==> config.mk <==
export PLATFORM = sky130hd
export DESIGN_NAME = data_mem_arbiter
export DESIGN_NICKNAME = d
export VERILOG_FILES = /design/src/rtl/data_mem_arbiter_pkg.sv /design/src/rtl/data_mem_arbiter_rd_return_tracker.sv /design/src/rtl/data_mem_arbiter.sv
export SDC_FILE = /design/constraint.sdc
export NUM_CORES = 1
export LEC_CHECK = 0
export CAP_MARGIN = 20
export CORE_AREA = 2 2 230 232
export DETAILED_ROUTE_END_ITERATION = 8
export DIE_AREA = 0 0 232 234
export PLACE_DENSITY = 0.31
export SLEW_MARGIN = 20
export SYNTH_ARGS = -nofsm -noshare
export SYNTH_HDL_FRONTEND = slang
export SYNTH_SLANG_ARGS = --single-unit
==> constraint.sdc <==
create_clock -name clock -period 1.8 [get_ports clock]
set_input_delay 0.27 -clock clock [delete_from_list [all_inputs] [get_ports clock]]
set_output_delay 0.27 -clock clock [all_outputs]
set_load 0.02 [all_outputs]
==> src/rtl/data_mem_arbiter_pkg.sv <==
// Shared definitions for the data memory arbiter.
//   port_id_e         : identifies which requester owns a request/response
//   READ_LATENCY_MAX  : largest supported memory read latency
//   read_latency_ok() : parameter range check used at elaboration
package data_mem_arbiter_pkg;

    typedef enum logic {
        PORT_CORE   = 1'b0,
        PORT_LOADER = 1'b1
    } port_id_e;

    localparam int READ_LATENCY_MAX = 4;

    function automatic bit read_latency_ok(input int lat);
        return (lat >= 0) && (lat <= READ_LATENCY_MAX);
    endfunction

endpackage

==> src/rtl/data_mem_arbiter_rd_return_tracker.sv <==
// Read return tracker: remembers which port issued each granted read and
// routes mem_rdata back to that port when the memory presents it.
// Ports:
//   clock, reset        : clock and asynchronous active-low reset
//   issue_vld, issue_id : a read was granted this cycle, and to which port
//   mem_rdata           : read data from memory
//   rvalid0/1, rdata0/1 : per-port read response (rdata is 0 when not valid)
module data_mem_arbiter_rd_return_tracker
    import data_mem_arbiter_pkg::*;
#(
    parameter int DATA_W  = 64,
    parameter int LATENCY = 1
) (
    input  logic              clock,
    input  logic              reset,
    input  logic              issue_vld,
    input  logic              issue_id,
    input  logic [DATA_W-1:0] mem_rdata,
    output logic              rvalid0,
    output logic              rvalid1,
    output logic [DATA_W-1:0] rdata0,
    output logic [DATA_W-1:0] rdata1
);

    logic ret_vld;
    logic ret_id;

    if (LATENCY == 0) begin : g_comb
        // Zero-latency memory: the response belongs to the read granted now.
        assign ret_vld = issue_vld;
        assign ret_id  = issue_id;
    end else begin : g_pipe
        // Bit 0 holds the read granted last cycle; bit LATENCY-1 is the one
        // whose data the memory is presenting this cycle.
        logic [LATENCY-1:0] vld_q, vld_d;
        logic [LATENCY-1:0] id_q, id_d;

        always_comb begin
            vld_d = LATENCY'({vld_q, issue_vld});
            id_d  = LATENCY'({id_q, issue_id});
        end

        always_ff @(posedge clock or negedge reset) begin
            if (!reset) begin
                vld_q <= '0;
                id_q  <= '0;
            end else begin
                vld_q <= vld_d;
                id_q  <= id_d;
            end
        end

        assign ret_vld = vld_q[LATENCY-1];
        assign ret_id  = id_q[LATENCY-1];
    end

    always_comb begin
        rvalid0 = ret_vld && (ret_id == PORT_CORE);
        rvalid1 = ret_vld && (ret_id == PORT_LOADER);
        rdata0  = rvalid0 ? mem_rdata : '0;
        rdata1  = rvalid1 ? mem_rdata : '0;
    end

endmodule

==> src/rtl/data_mem_arbiter.sv <==
// Data memory arbiter: shares one data memory between the core load/store
// port (port 0) and the loader/debug port (port 1).
// Ports:
//   clock, reset                 : clock and asynchronous active-low reset
//   req/we/addr/wdata 0 and 1    : per-port request
//   gnt0/gnt1                    : request accepted this cycle
//   rvalid/rdata 0 and 1         : per-port read response
//   mem_addr/mem_wdata/mem_write/mem_read : command to memory (0 when idle)
//   mem_rdata                    : read data from memory
//
// Handshake: a requester raises req and holds req/we/addr/wdata stable until
// it sees gnt high; the transfer happens on the rising edge where req and gnt
// are both high. Dropping req before a grant is allowed and has no effect.
module data_mem_arbiter
    import data_mem_arbiter_pkg::*;
#(
    parameter int ADDR_W       = 64,
    parameter int DATA_W       = 64,
    parameter int READ_LATENCY = 1,
    parameter int FIXED_PRIO   = 1,
    parameter int STARVE_LIMIT = 8
) (
    input  logic              clock,
    input  logic              reset,
    input  logic              req0,
    input  logic              req1,
    input  logic              we0,
    input  logic              we1,
    input  logic [ADDR_W-1:0] addr0,
    input  logic [ADDR_W-1:0] addr1,
    input  logic [DATA_W-1:0] wdata0,
    input  logic [DATA_W-1:0] wdata1,
    output logic              gnt0,
    output logic              gnt1,
    output logic              rvalid0,
    output logic              rvalid1,
    output logic [DATA_W-1:0] rdata0,
    output logic [DATA_W-1:0] rdata1,
    output logic [ADDR_W-1:0] mem_addr,
    output logic [DATA_W-1:0] mem_wdata,
    output logic              mem_write,
    output logic              mem_read,
    input  logic [DATA_W-1:0] mem_rdata
);

    if (!read_latency_ok(READ_LATENCY)) begin : g_bad_latency
        $error("data_mem_arbiter: READ_LATENCY must be within 0..4");
    end

    localparam int CNT_W = $clog2(STARVE_LIMIT + 1);
    localparam logic [CNT_W-1:0] STARVE_MAX = CNT_W'(STARVE_LIMIT);

    // rr_q names the port that wins the next tie (the one not granted last).
    port_id_e         rr_q, rr_d;
    logic [CNT_W-1:0] starve_q, starve_d;

    logic     win_vld;
    port_id_e win_id;
    logic     win_we;

    always_comb begin
        win_vld   = 1'b0;
        win_id    = PORT_CORE;
        gnt0      = 1'b0;
        gnt1      = 1'b0;
        win_we    = 1'b0;
        mem_addr  = '0;
        mem_wdata = '0;
        mem_write = 1'b0;
        mem_read  = 1'b0;
        rr_d      = rr_q;
        starve_d  = starve_q;

        // No grants while reset is asserted, even if requests are held high.
        if (reset) begin
            if (FIXED_PRIO != 0) begin
                // Port 1 wins when alone or once it has lost STARVE_LIMIT
                // consecutive cycles in a row.
                if (req1 && (!req0 || (starve_q == STARVE_MAX))) begin
                    win_vld = 1'b1;
                    win_id  = PORT_LOADER;
                end else if (req0) begin
                    win_vld = 1'b1;
                    win_id  = PORT_CORE;
                end
            end else begin
                if (req0 && req1) begin
                    win_vld = 1'b1;
                    win_id  = rr_q;
                end else if (req0) begin
                    win_vld = 1'b1;
                    win_id  = PORT_CORE;
                end else if (req1) begin
                    win_vld = 1'b1;
                    win_id  = PORT_LOADER;
                end
            end
        end

        gnt0 = win_vld && (win_id == PORT_CORE);
        gnt1 = win_vld && (win_id == PORT_LOADER);

        if (gnt0) begin
            win_we    = we0;
            mem_addr  = addr0;
            mem_wdata = wdata0;
        end else if (gnt1) begin
            win_we    = we1;
            mem_addr  = addr1;
            mem_wdata = wdata1;
        end
        mem_write = win_vld && win_we;
        mem_read  = win_vld && !win_we;

        if (win_vld) begin
            rr_d = (win_id == PORT_CORE) ? PORT_LOADER : PORT_CORE;
        end

        if (!req1 || gnt1) begin
            starve_d = '0;
        end else if (starve_q != STARVE_MAX) begin
            starve_d = starve_q + CNT_W'(1);
        end
    end

    always_ff @(posedge clock or negedge reset) begin
        if (!reset) begin
            rr_q     <= PORT_CORE;
            starve_q <= '0;
        end else begin
            rr_q     <= rr_d;
            starve_q <= starve_d;
        end
    end

    data_mem_arbiter_rd_return_tracker #(
        .DATA_W  (DATA_W),
        .LATENCY (READ_LATENCY)
    ) u_rd_return_tracker (
        .clock     (clock),
        .reset     (reset),
        .issue_vld (mem_read),
        .issue_id  (win_id),
        .mem_rdata (mem_rdata),
        .rvalid0   (rvalid0),
        .rvalid1   (rvalid1),
        .rdata0    (rdata0),
        .rdata1    (rdata1)
    );

endmodule
==> reports/qor.txt, run 1 <==
Run status: finished with violations
Violations in the final reports: negative setup slack
Fraction of the yosys area taken by sequential cells: 5.99%
Root buf cell: sky130_fd_sc_hd__clkbuf_16
Count of input and output buffers: 587
Remaining max-slew budget at the tightest pin: 72.1%
Adder-Cell Fraction of Synth Area: 0.998%
Slowest library cell on the worst path: sky130_fd_sc_hd__dfrtp_1
EDFF count, synth: 0
Most Frequent Cell on Critical Path: sky130_fd_sc_hd__buf_12
Power density normalized to cell area: 284 nW/um^2
TritonCTS Buffers: 3
Detailed-route DRC error count: 0
Max H-tree Level: 1
Worst min-delay path class: primary input to asynchronous set/reset pin
Initial antenna violation count: 4
Total gr overflow: 0
GRT Overall Usage: 10.9%
Type of element capturing the critical path: primary output
Setup slack of the worst register-to-register path: -0.22 ns
Post-synth top area cell: sky130_fd_sc_hd__a22o_1
Number of distinct library cell variants in the gate-level netlist after synthesis: 23
Number of nets with antenna violations after detailed routing: 0
Post-Syn Area per Cell: 7.38 um^2
Clock latency of the later-clocked register in the worst-skew pair: 0.23 ns
Detailed Routing Iterations Pass 1: 4
Synth top cells by count: 130 x sky130_fd_sc_hd__a22o_1, 65 x sky130_fd_sc_hd__and2_1, 64 x sky130_fd_sc_hd__and3_1
Area contributors post-synth: sky130_fd_sc_hd__a22o_1 45%, sky130_fd_sc_hd__and2_1 16%, sky130_fd_sc_hd__and3_1 16%, sky130_fd_sc_hd__dfrtp_1 6.0%, sky130_fd_sc_hd__clkbuf_1 4.2%
Wire per inst: 19.6 um
Worst clock skew: 0.00498 ns
Gate count after technology mapping: 340
Max VDD drop: 0.000221 V
Max capacitance violation total: 0
Minimum clock period after layout: 2.34 ns
Pin count of the biggest net entering global routing: 54
Worst path cell trace: inv_2 > ha_4 > nand3b_4 > buf_6 > o211a_4 > buf_12 > buf_8 > a22o_4 > buf_12
Via count: 5,623
Wire length of the first global-routing pass: 42.5 mm
Clock-pin slew reported for the worst setup and hold paths after clock tree synthesis: 0.04 ns
Simple-gate share of the synthesized area: 34.3%
Core outline area: 52,000 um^2
Area growth syn-to-layout: 345%
Final cycle utilization of the critical path: 130%
Post-Place Cell Area: 9850 um^2
Share of the synthesized netlist area taken by xor and xnor gates: 0.698%
Buffer levels on the longest clock path: 2
Number of global-route vias before repair: 5,889
Warnings from Yosys: 0
Die outline width: 232 um
Setup repair after global routing missed its margin: yes
Area share of the leading cell type in the synthesized netlist: 45.4%
Hold Vio Cnt, Final: 0
Least-Margin Pin Slew: 0.419 ns
Synthesized net count: 668
Max-slew violation count: 0
Most used flip-flop cell after synthesis: sky130_fd_sc_hd__dfrtp_1
Drt initial violations: 90
Critical path fanouts, max: 6
Worst path buffer plus inverter count: 5
Endpoint arrival time on the critical path: 2.07 ns
Crit path max-delay family: buffers and inverters
Summed instance area of the synthesized netlist: 2510 um^2
Most frequent cell after synthesis: sky130_fd_sc_hd__a22o_1
Detailed-route wire length: 33.1 mm
Worst slack on hold paths: 0.334 ns
Hold-fix buffers, CTS: 0
Post-route worst setup slack: -0.536 ns
Startpoint type of the worst setup path: register
Layout net count: 1,330
TritonCTS clock tree: done
Layout cell share with drive strength beyond 1: 44.4%
Compound-Gate Fraction of Synth Area: 47.7%
Setup-violating endpoint count in the final report: 153
Lkg Pwr: 0.00522 uW
DIE HEIGHT: 234 um
Total die area: 54,300 um^2
Crit-path max cell delay: 0.37 ns
Async set-reset flop share out of synthesis: 100%
Total of flip-flops plus latches after synthesis: 6
Main combinational cell family by area after synthesis: compound AO/OA/AOI/OAI gates
Mux share of post-synthesis cell area: 0%
Gp weighted congestion: 0.726
# IOs: 588
Category of the critical setup timing path: register to primary output
Required time at the endpoint of the critical path: 1.53 ns
Highest achievable clock rate: 0.428 GHz
Clock sink count: 6
Average vias per placed instance: 3.33
Fin area: 11,200 um^2
DP Wirelength: 26.4 mm
Row cnt: 84
Initial standard-cell utilization of the core: 4.82%
## where the power goes
group          internal (uW)  switching (uW)  leakage (uW)
registers                142            4.16     0.0000793
logic                   1600            1040       0.00510
clock network            295            83.3     0.0000382
## cell type report
cell class | instances | area (um^2)
inverter | 6 | 22.5
fill | 5783 | 40900
sequential | 6 | 151
multi-input combinational | 279 | 2630
clock buffer | 4 | 78.8
antenna | 2 | 5.00
tap | 688 | 861
timing repair buffer | 706 | 7420
## cells by family (layout without fill, tap and decap cells)
family | after synthesis | count (layout)
flops | 6 | 6
compound gates | 137 | 138
fa+ha+maj | 2 | 2
other cells | 0 | 2
buf+inv | 56 | 716
xor+xnor | 2 | 2
simple gates | 137 | 137
## through the flow
step	TNS [ns]	power (uW)	instances	setup slack, ns	utilization [%]
global route	-73.81	3340	1690	-0.618	21.5
detailed placement	-122.88	2440	1617	-1.02	18.9
CTS	-70.31	3070	1667	-0.600	20.7
floorplan	-11.62	879	340	-0.109	-
global placement	-126.60	2460	1617	-1.03	18.9
finish	-62.07	3170	1691	-0.536	21.5
## state kept, by name, summed over array words and instances, names as in the netlist
register / cells
u_rd_return_tracker.g_pipe.id_q: 1
u_rd_return_tracker.g_pipe.vld_q: 1
starve_q: 4
## metal layers
metal | wire length, um | part of all wire, % | global-route usage [%]
met5 | 13 | 0.039 | 0
met2 | 18100 | 55 | 21.9
met3 | 3220 | 9.7 | 3.78
met1 | 11600 | 35 | 11.1
met4 | 230 | 0.69 | 0.942
## final timing paths
kind / start / end / depth (start not counted)
max: starve_q[0]$_DFFE_PN0P_ / mem_wdata[54] / 9
min: reset / starve_q[3]$_DFFE_PN0P_ / 3
max reg2reg: starve_q[0]$_DFFE_PN0P_ / u_rd_return_tracker.g_pipe.vld_q$_DFF_PN0_ / 10
min reg2reg: starve_q[0]$_DFFE_PN0P_ / starve_q[0]$_DFFE_PN0P_ / 2
max in group asynchronous: reset / u_rd_return_tracker.g_pipe.id_q$_DFF_PN0_ / 3
min in group clock: starve_q[0]$_DFFE_PN0P_ / starve_q[0]$_DFFE_PN0P_ / 2
## timing repair
item | in CTS | in global routing
gates cloned | 13 | 9
buffers inserted | 37 | 19
pin swaps | 35 | 39
endpoints found under the setup margin | 260 | 224
resized for setup | 993 | 217
## cell usage in the layout (no fill, tap or decap), types with 2 or more instances in the layout
cell                              netlist  routed
sky130_fd_sc_hd__and3_4                 0       2
sky130_fd_sc_hd__buf_4                  9      62
sky130_fd_sc_hd__clkdlybuf4s50_1        0     323
sky130_fd_sc_hd__clkbuf_16              0      11
sky130_fd_sc_hd__diode_2                0       2
sky130_fd_sc_hd__buf_8                  0       9
sky130_fd_sc_hd__clkdlybuf4s15_1        0      13
sky130_fd_sc_hd__dlygate4sd2_1          0      15
sky130_fd_sc_hd__buf_16                 0      11
sky130_fd_sc_hd__buf_2                 12      61
sky130_fd_sc_hd__and3_1                64      62
sky130_fd_sc_hd__inv_1                  6       3
sky130_fd_sc_hd__clkdlybuf4s15_2        0       7
sky130_fd_sc_hd__and2_1                65      37
sky130_fd_sc_hd__nand2_1                2       2
sky130_fd_sc_hd__o211a_4                0       2
sky130_fd_sc_hd__clkbuf_2               0      21
sky130_fd_sc_hd__nor3_1                 2       2
sky130_fd_sc_hd__o32ai_1                2       2
sky130_fd_sc_hd__a22o_1               130      85
sky130_fd_sc_hd__a22o_4                 0      45
sky130_fd_sc_hd__buf_6                  0     137
sky130_fd_sc_hd__buf_12                 0      38
sky130_fd_sc_hd__and2_4                 0      28
sky130_fd_sc_hd__inv_2                  0       3
sky130_fd_sc_hd__nand3_1                2       2
sky130_fd_sc_hd__dfrtp_1                6       5
## worst min-delay path, stage by stage
cell and delay [ns]:
sky130_fd_sc_hd__dlygate4sd2_1 0.28, sky130_fd_sc_hd__buf_4 0.18, sky130_fd_sc_hd__buf_4 0.17
Power figures use the tool's default switching activity.
==> run 2: changes to the inputs <==
--- a/config.mk
+++ b/config.mk
@@ -9,7 +9,6 @@
 export CORE_AREA = 2 2 230 232
 export DETAILED_ROUTE_END_ITERATION = 8
 export DIE_AREA = 0 0 232 234
-export PLACE_DENSITY = 0.31
 export SLEW_MARGIN = 20
 export SYNTH_ARGS = -nofsm -noshare
 export SYNTH_HDL_FRONTEND = slang
==> run 2 against run 1 <==
  * The flow still finishes with violations (negative setup slack)
  * Maximum frequency fell by 4.0%
  * Cell area fell by 6.5%
  * Cell count fell by 2.1%
  * Utilization fell by 1.4 points
  * Sequential power barely moved
  * Critical path depth did not move
  * Clock power fell by 1%
  * Clock-buffer cell count did not move
  * Critical endpoint is now mem_wdata[16]
  * Largest cell class unchanged
==> reports/qor.txt, run 2 (same netlist as run 1, synthesis figures left out) <==
Most common cell after layout, fill and taps aside: sky130_fd_sc_hd__clkdlybuf4s50_1
Via count: 5,550
Detailed Routing Iterations Pass 1: 4
Total die area: 54,300 um^2
Minimum clock period after layout: 2.43 ns
Wire per inst: 17.5 um
Root buf cell: sky130_fd_sc_hd__clkbuf_16
Clock network fraction of total power: 13.2%
Buffer levels on the longest clock path: 2
Setup repair after global routing missed its margin: yes
Worst slack at placement: -0.809 ns
Detailed-route wire length: 28.9 mm
Worst clock skew: 0.00358 ns
Layout cell share with drive strength beyond 1: 28.4%
Reg with most FFs: starve_q
# IOs: 588
Drt initial violations: 97
Flip-flop count of the largest register, all copies and words added: 4
Number of nets with antenna violations after detailed routing: 0
Gp weighted congestion: 0.951
Net Sw Power: 1040 uW
Run status: finished with violations
Required time at the endpoint of the critical path: 1.53 ns
Layout net count: 1,294
Initial standard-cell utilization of the core: 4.82%
Average vias per placed instance: 3.35
Post-route worst setup slack: -0.633 ns
Clock latency of the later-clocked register in the worst-skew pair: 0.23 ns
Critical path fanouts, max: 10
Initial antenna violation count: 2
TritonCTS Buffers: 3
Total gr overflow: 0
Row cnt: 84
Lkg Pwr: 0.00642 uW
R2R depth: 11
Commonest cells after routing, fill and taps aside: 325 x sky130_fd_sc_hd__clkdlybuf4s50_1, 109 x sky130_fd_sc_hd__dlymetal6s2s_1, 107 x sky130_fd_sc_hd__a22o_1
Cell-internal power: 1800 uW
Max capacitance violation total: 0
Remaining max-slew budget at the tightest pin: 77.6%
Max H-tree Level: 1
Number of global-route vias before repair: 5,458
Die outline width: 232 um
Setup slack of the worst register-to-register path: -0.36 ns
Crit path max-delay family: buffers and inverters
TritonCTS clock tree: done
Wire length of the first global-routing pass: 35.1 mm
Max VDD drop: 0.000222 V
Least-Margin Pin Slew: 0.332 ns
Net switching fraction of the power: 36.6%
Highest achievable clock rate: 0.411 GHz
Count of input and output buffers: 587
Clock sink count: 6
Hold Vio Cnt, Final: 0
Area growth syn-to-layout: 317%
DP Wirelength: 24.0 mm
Worst path cell trace: inv_1 > ha_2 > nand3b_4 > buf_6 > o211a_4 > buf_12 > bufbuf_16 > a22o_1 > buf_6
Setup-violating endpoint count in the final report: 133
Portion of total power attributed to sequential cells: 5.2%
Power density normalized to cell area: 271 nW/um^2
Worst path buffer plus inverter count: 5
Pin count of the biggest net entering global routing: 66
Final cycle utilization of the critical path: 135%
Endpoint arrival time on the critical path: 2.16 ns
Worst min-delay path class: primary input to asynchronous set/reset pin
Crit-path max cell delay: 0.36 ns
Clock-pin slew reported for the worst setup and hold paths after clock tree synthesis: 0.04 ns
Most Frequent Cell on Critical Path: sky130_fd_sc_hd__buf_6
Type of element capturing the critical path: primary output
Registers with the highest flip-flop counts: starve_q: 4 flops, u_rd_return_tracker.g_pipe.id_q: 1 flops, u_rd_return_tracker.g_pipe.vld_q: 1 flops
Comb pwr share: 81.6%
Category of the critical setup timing path: register to primary output
Core outline area: 52,000 um^2
Violations in the final reports: negative setup slack
Worst reg2reg endpoint: u_rd_return_tracker.g_pipe.vld_q$_DFF_PN0_
RR Startpoint: starve_q[0]$_DFFE_PN0P_
Startpoint type of the worst setup path: register
Hold-fix buffers, CTS: 0
Filler cell count in the final layout: 5,706
Slowest library cell on the worst path: sky130_fd_sc_hd__dfrtp_1
DIE HEIGHT: 234 um
Max-slew violation count: 0
GRT Overall Usage: 8.74%
Detailed-route DRC error count: 0
Final sum of negative setup slack: -68.88 ns
-- run 2: changes by cell type in the layout (fill, tap and decap cells not counted), moves of 7 or more --
cell,change
sky130_fd_sc_hd__dlymetal6s2s_1,+109
sky130_fd_sc_hd__clkbuf_2,-13
sky130_fd_sc_hd__dlygate4sd2_1,-15
sky130_fd_sc_hd__buf_16,-11
sky130_fd_sc_hd__buf_12,-12
sky130_fd_sc_hd__and2_4,-25
sky130_fd_sc_hd__clkdlybuf4s15_2,-7
sky130_fd_sc_hd__a22o_4,-22
sky130_fd_sc_hd__clkdlybuf4s15_1,-13
sky130_fd_sc_hd__buf_6,-67
sky130_fd_sc_hd__a22o_1,+22
sky130_fd_sc_hd__and2_1,+25
-- run 2: worst max path at each step --
stage | from | endpoint | slack (ns) | cells past startpoint
2_1_floorplan | starve_q[0]$_DFFE_PN0P_ | mem_addr[0] | -0.11 | 7
3_3_place_gp | reset | mem_addr[35] | -0.82 | 7
3_5_place_dp | reset | mem_addr[35] | -0.81 | 7
4_1_cts | starve_q[0]$_DFFE_PN0P_ | mem_read | -0.69 | 10
5_1_grt | starve_q[0]$_DFFE_PN0P_ | mem_read | -0.72 | 10
6_report | starve_q[0]$_DFFE_PN0P_ | mem_wdata[16] | -0.63 | 9
-- run 2: per-stage QoR --
| stage | cells | utilization (%) | instance area [um^2] | power [uW] | hold WS [ns] |
|---|---|---|---|---|---|
| floorplan | 340 | - | 2710 | 879 | -0.0256 |
| global placement | 1634 | 19.1 | 9930 | 2410 | 0.580 |
| detailed placement | 1634 | 19.1 | 9930 | 2420 | 0.606 |
| CTS | 1640 | 18.6 | 9660 | 2710 | 0.363 |
| global route | 1655 | 20.1 | 10500 | 2980 | 0.381 |
| finish | 1655 | 20.1 | 10500 | 2830 | 0.353 |
-- run 2: metal layers --
metal	wire, um	global-route usage [%]	up-vias	share of wire, %
met4	790	2.48	0	2.7
met2	15500	17.5	401	54
li1	-	-	2570	-
met5	0	0	-	0
met1	9750	8.52	2546	34
met3	2890	2.66	33	10
-- run 2: worst register-to-register path, stage by stage, from the launching register on --
cell and delay [ns]:
sky130_fd_sc_hd__dfrtp_1 0.36, sky130_fd_sc_hd__inv_1 0.06, sky130_fd_sc_hd__ha_2 0.18, sky130_fd_sc_hd__nand3b_4 0.11, sky130_fd_sc_hd__buf_6 0.13, sky130_fd_sc_hd__o211a_4 0.27
sky130_fd_sc_hd__buf_12 0.16, sky130_fd_sc_hd__buf_12 0.15, sky130_fd_sc_hd__buf_8 0.11, sky130_fd_sc_hd__a22o_4 0.24, sky130_fd_sc_hd__buf_4 0.13, sky130_fd_sc_hd__buf_4 0.12
-- run 2: area by class of cell --
type                            count  area [um^2]  area share, %
Antenna cell                        2         5.00         0.0479
Sequential cell                     6          153           1.46
Clock buffer                        4         78.8          0.754
Multi-Input combinational cell    278         2350           22.4
Timing Repair Buffer              671         6980           66.8
Tap cell                          688          861           8.24
Inverter                            6         22.5          0.216
-- run 2: power by group through the flow --
stage,Clock (uW),Combinational [uW],Sequential [uW]
6_report,374,2310,147
2_1_floorplan,0,731,148
5_1_grt,397,2430,148
3_5_place_dp,0,2270,149
3_3_place_gp,0,2260,149
4_1_cts,380,2180,147
-- run 2: timing repair --
action	CTS	global route
pin swaps	1	7
resized for setup	427	271
setup buffers	0	8
setup endpoints to repair	251	251
cloned	2	5
==> run 3: changes to the inputs <==
--- a/config.mk
+++ b/config.mk
@@ -6,9 +6,12 @@
 export NUM_CORES = 1
 export LEC_CHECK = 0
 export CAP_MARGIN = 20
-export CORE_AREA = 2 2 230 232
+export CELL_PAD_IN_SITES_DETAIL_PLACEMENT = 1
+export CELL_PAD_IN_SITES_GLOBAL_PLACEMENT = 2
+export CORE_AREA = 2 2 229 231
 export DETAILED_ROUTE_END_ITERATION = 8
-export DIE_AREA = 0 0 232 234
+export DIE_AREA = 0 0 231 233
+export PLACE_DENSITY_LB_ADDON = 0.1
 export SLEW_MARGIN = 20
 export SYNTH_ARGS = -nofsm -noshare
 export SYNTH_HDL_FRONTEND = slang
==> run 3 against run 2 <==
  * The flow still finishes with violations (negative setup slack)
  * Sequential share of layout area shrank 0.077 points
  * Utilization increased by 1.3 points
  * Clock-buffer cell count is the same
  * Critical endpoint is now mem_wdata[56]
  * Largest power group unchanged
==> reports/qor.txt, run 3 (same netlist as run 1, synthesis figures left out) <==
Number of nets with antenna violations after detailed routing: 0
Worst slack at placement: -0.860 ns
Post-Place Cell Area: 9780 um^2
Die outline width: 231 um
Least-Margin Pin Slew: 0.326 ns
Max H-tree Level: 1
Highest achievable clock rate: 0.416 GHz
DIE HEIGHT: 233 um
Final sum of negative setup slack: -63.78 ns
Final cycle utilization of the critical path: 134%
Most common cell after layout, fill and taps aside: sky130_fd_sc_hd__clkdlybuf4s50_1
Clock latency of the later-clocked register in the worst-skew pair: 0.23 ns
# IOs: 588
Required time at the endpoint of the critical path: 1.53 ns
Count of input and output buffers: 587
Row cnt: 83
Wire length of the first global-routing pass: 44.0 mm
TritonCTS clock tree: done
Run status: finished with violations
Max VDD drop: 0.000276 V
Clock sink count: 6
Detailed-route DRC error count: 0
Startpoint type of the worst setup path: register
Worst reg2reg endpoint: u_rd_return_tracker.g_pipe.vld_q$_DFF_PN0_
Registers with the highest flip-flop counts: starve_q: 4 flops, u_rd_return_tracker.g_pipe.id_q: 1 flops, u_rd_return_tracker.g_pipe.vld_q: 1 flops
Via count: 5,549
Max capacitance violation total: 0
Buffer levels on the longest clock path: 2
Hold Vio Cnt, Final: 0
Setup-violating endpoint count in the final report: 133
Max-slew violation count: 0
Drt initial violations: 118
Worst min-delay path class: primary input to asynchronous set/reset pin
Detailed-route wire length: 34.5 mm
Initial standard-cell utilization of the core: 4.91%
Final Instance Count excl. Fillers: 1,674
Worst clock skew: 0.00237 ns
Critical path fanouts, max: 8
R2R depth: 12
Post-route worst setup slack: -0.603 ns
Lkg Pwr: 0.00626 uW
Total die area: 53,800 um^2
Layout cell share with drive strength beyond 1: 32.3%
Area growth syn-to-layout: 336%
Endpoint arrival time on the critical path: 2.13 ns
Remaining max-slew budget at the tightest pin: 78.0%
Setup slack of the worst register-to-register path: -0.12 ns
Power density normalized to cell area: 270 nW/um^2
Number of global-route vias before repair: 5,882
Clock-pin slew reported for the worst setup and hold paths after clock tree synthesis: 0.04 ns
Worst slack on hold paths: 0.481 ns
TritonCTS Buffers: 3
Fin area: 10,900 um^2
Minimum clock period after layout: 2.40 ns
Total gr overflow: 0
Wire per inst: 20.6 um
Pin count of the biggest net entering global routing: 46
Violations in the final reports: negative setup slack
Gp weighted congestion: 0.744
Setup repair after global routing missed its margin: yes
Reg with most FFs: starve_q
Core outline area: 51,100 um^2
Root buf cell: sky130_fd_sc_hd__clkbuf_16
Type of element capturing the critical path: primary output
Flip-flop count of the largest register, all copies and words added: 4
Hold-fix buffers, CTS: 0
Average vias per placed instance: 3.31
Instance count after placement with tap cells included: 1,622
Commonest cells after routing, fill and taps aside: 325 x sky130_fd_sc_hd__clkdlybuf4s50_1, 142 x sky130_fd_sc_hd__buf_6, 108 x sky130_fd_sc_hd__a22o_1
Layout net count: 1,320
Detailed Routing Iterations Pass 1: 4
GRT Overall Usage: 11.1%
Category of the critical setup timing path: register to primary output
RR Startpoint: starve_q[1]$_DFFE_PN0P_
Initial antenna violation count: 8
DP Wirelength: 28.9 mm
## run 3: changes by cell type in the layout (fill, tap and decap cells not counted), moves of 3 or more
| cell | change |
|---|---|
| sky130_fd_sc_hd__and2_1 | +3 |
| sky130_fd_sc_hd__and2_4 | -3 |
| sky130_fd_sc_hd__buf_12 | -3 |
| sky130_fd_sc_hd__buf_16 | +3 |
| sky130_fd_sc_hd__buf_2 | -58 |
| sky130_fd_sc_hd__buf_4 | +8 |
| sky130_fd_sc_hd__buf_6 | +72 |
| sky130_fd_sc_hd__buf_8 | +3 |
| sky130_fd_sc_hd__clkbuf_16 | +4 |
| sky130_fd_sc_hd__clkbuf_2 | +22 |
| sky130_fd_sc_hd__dlymetal6s2s_1 | -23 |
## run 3: critical path: stages (launching register included)
cell and delay [ns]:
sky130_fd_sc_hd__dfrtp_1 0.38, sky130_fd_sc_hd__inv_2 0.07, sky130_fd_sc_hd__ha_4 0.14, sky130_fd_sc_hd__nand3b_4 0.11, sky130_fd_sc_hd__a211oi_4 0.25, sky130_fd_sc_hd__buf_6 0.15, sky130_fd_sc_hd__buf_12 0.12, sky130_fd_sc_hd__buf_12 0.14
sky130_fd_sc_hd__buf_12 0.11, sky130_fd_sc_hd__clkbuf_16 0.14, sky130_fd_sc_hd__a22o_1 0.17, sky130_fd_sc_hd__buf_6 0.12
## run 3: metal layers
layer	wire length [um]	GRT usage [%]	vias to the layer above
met5	67	0	-
met2	18100	20.9	337
met4	323	1.29	10
met3	3840	5.18	20
met1	12100	11.4	2552
li1	-	-	2630
## run 3: how the worst max path moves through the flow
stage,from,to,slack [ns]
after global placement,reset,mem_wdata[28],-0.89
after detailed placement,reset,mem_wdata[28],-0.86
after floorplan,starve_q[0]$_DFFE_PN0P_,mem_addr[0],-0.11
after global routing,starve_q[1]$_DFFE_PN0P_,mem_addr[27],-0.69
final,starve_q[1]$_DFFE_PN0P_,mem_wdata[56],-0.60
after CTS,starve_q[1]$_DFFE_PN0P_,mem_wdata[46],-0.59
## run 3: report_power, final
group	leakage (uW)	switching, uW	internal, uW	total [uW]
sequential	0.0000793	4.72	142	147
clock	0.0000382	72.1	294	366
combinational	0.00615	975	1470	2440
total	0.00626	1050	1900	2950
## run 3: timing repair
| action | CTS | global route |
|---|---|---|
| endpoints found under the setup margin | 248 | 249 |
| cloned | 0 | 9 |
| setup buffers | 8 | 29 |
| resized for setup | 448 | 366 |
| pin swaps | 7 | 92 |
## run 3: area by class of cell
type / count / area, um^2
sequential: 6 / 151
tap: 680 / 851
timing repair buffer: 697 / 7490
fill: 5946 / 40200
clock buffer: 4 / 78.8
inverter: 6 / 22.5
antenna: 3 / 7.51
multi-input combinational: 278 / 2340
## run 3: through the flow
step                      power (uW)  util [%]
after detailed placement        2410      19.1
after floorplan                  879         -
after CTS                       2820      19.7
final                           2950      21.4
after global routing            3120      21.4
after global placement          2420      19.1
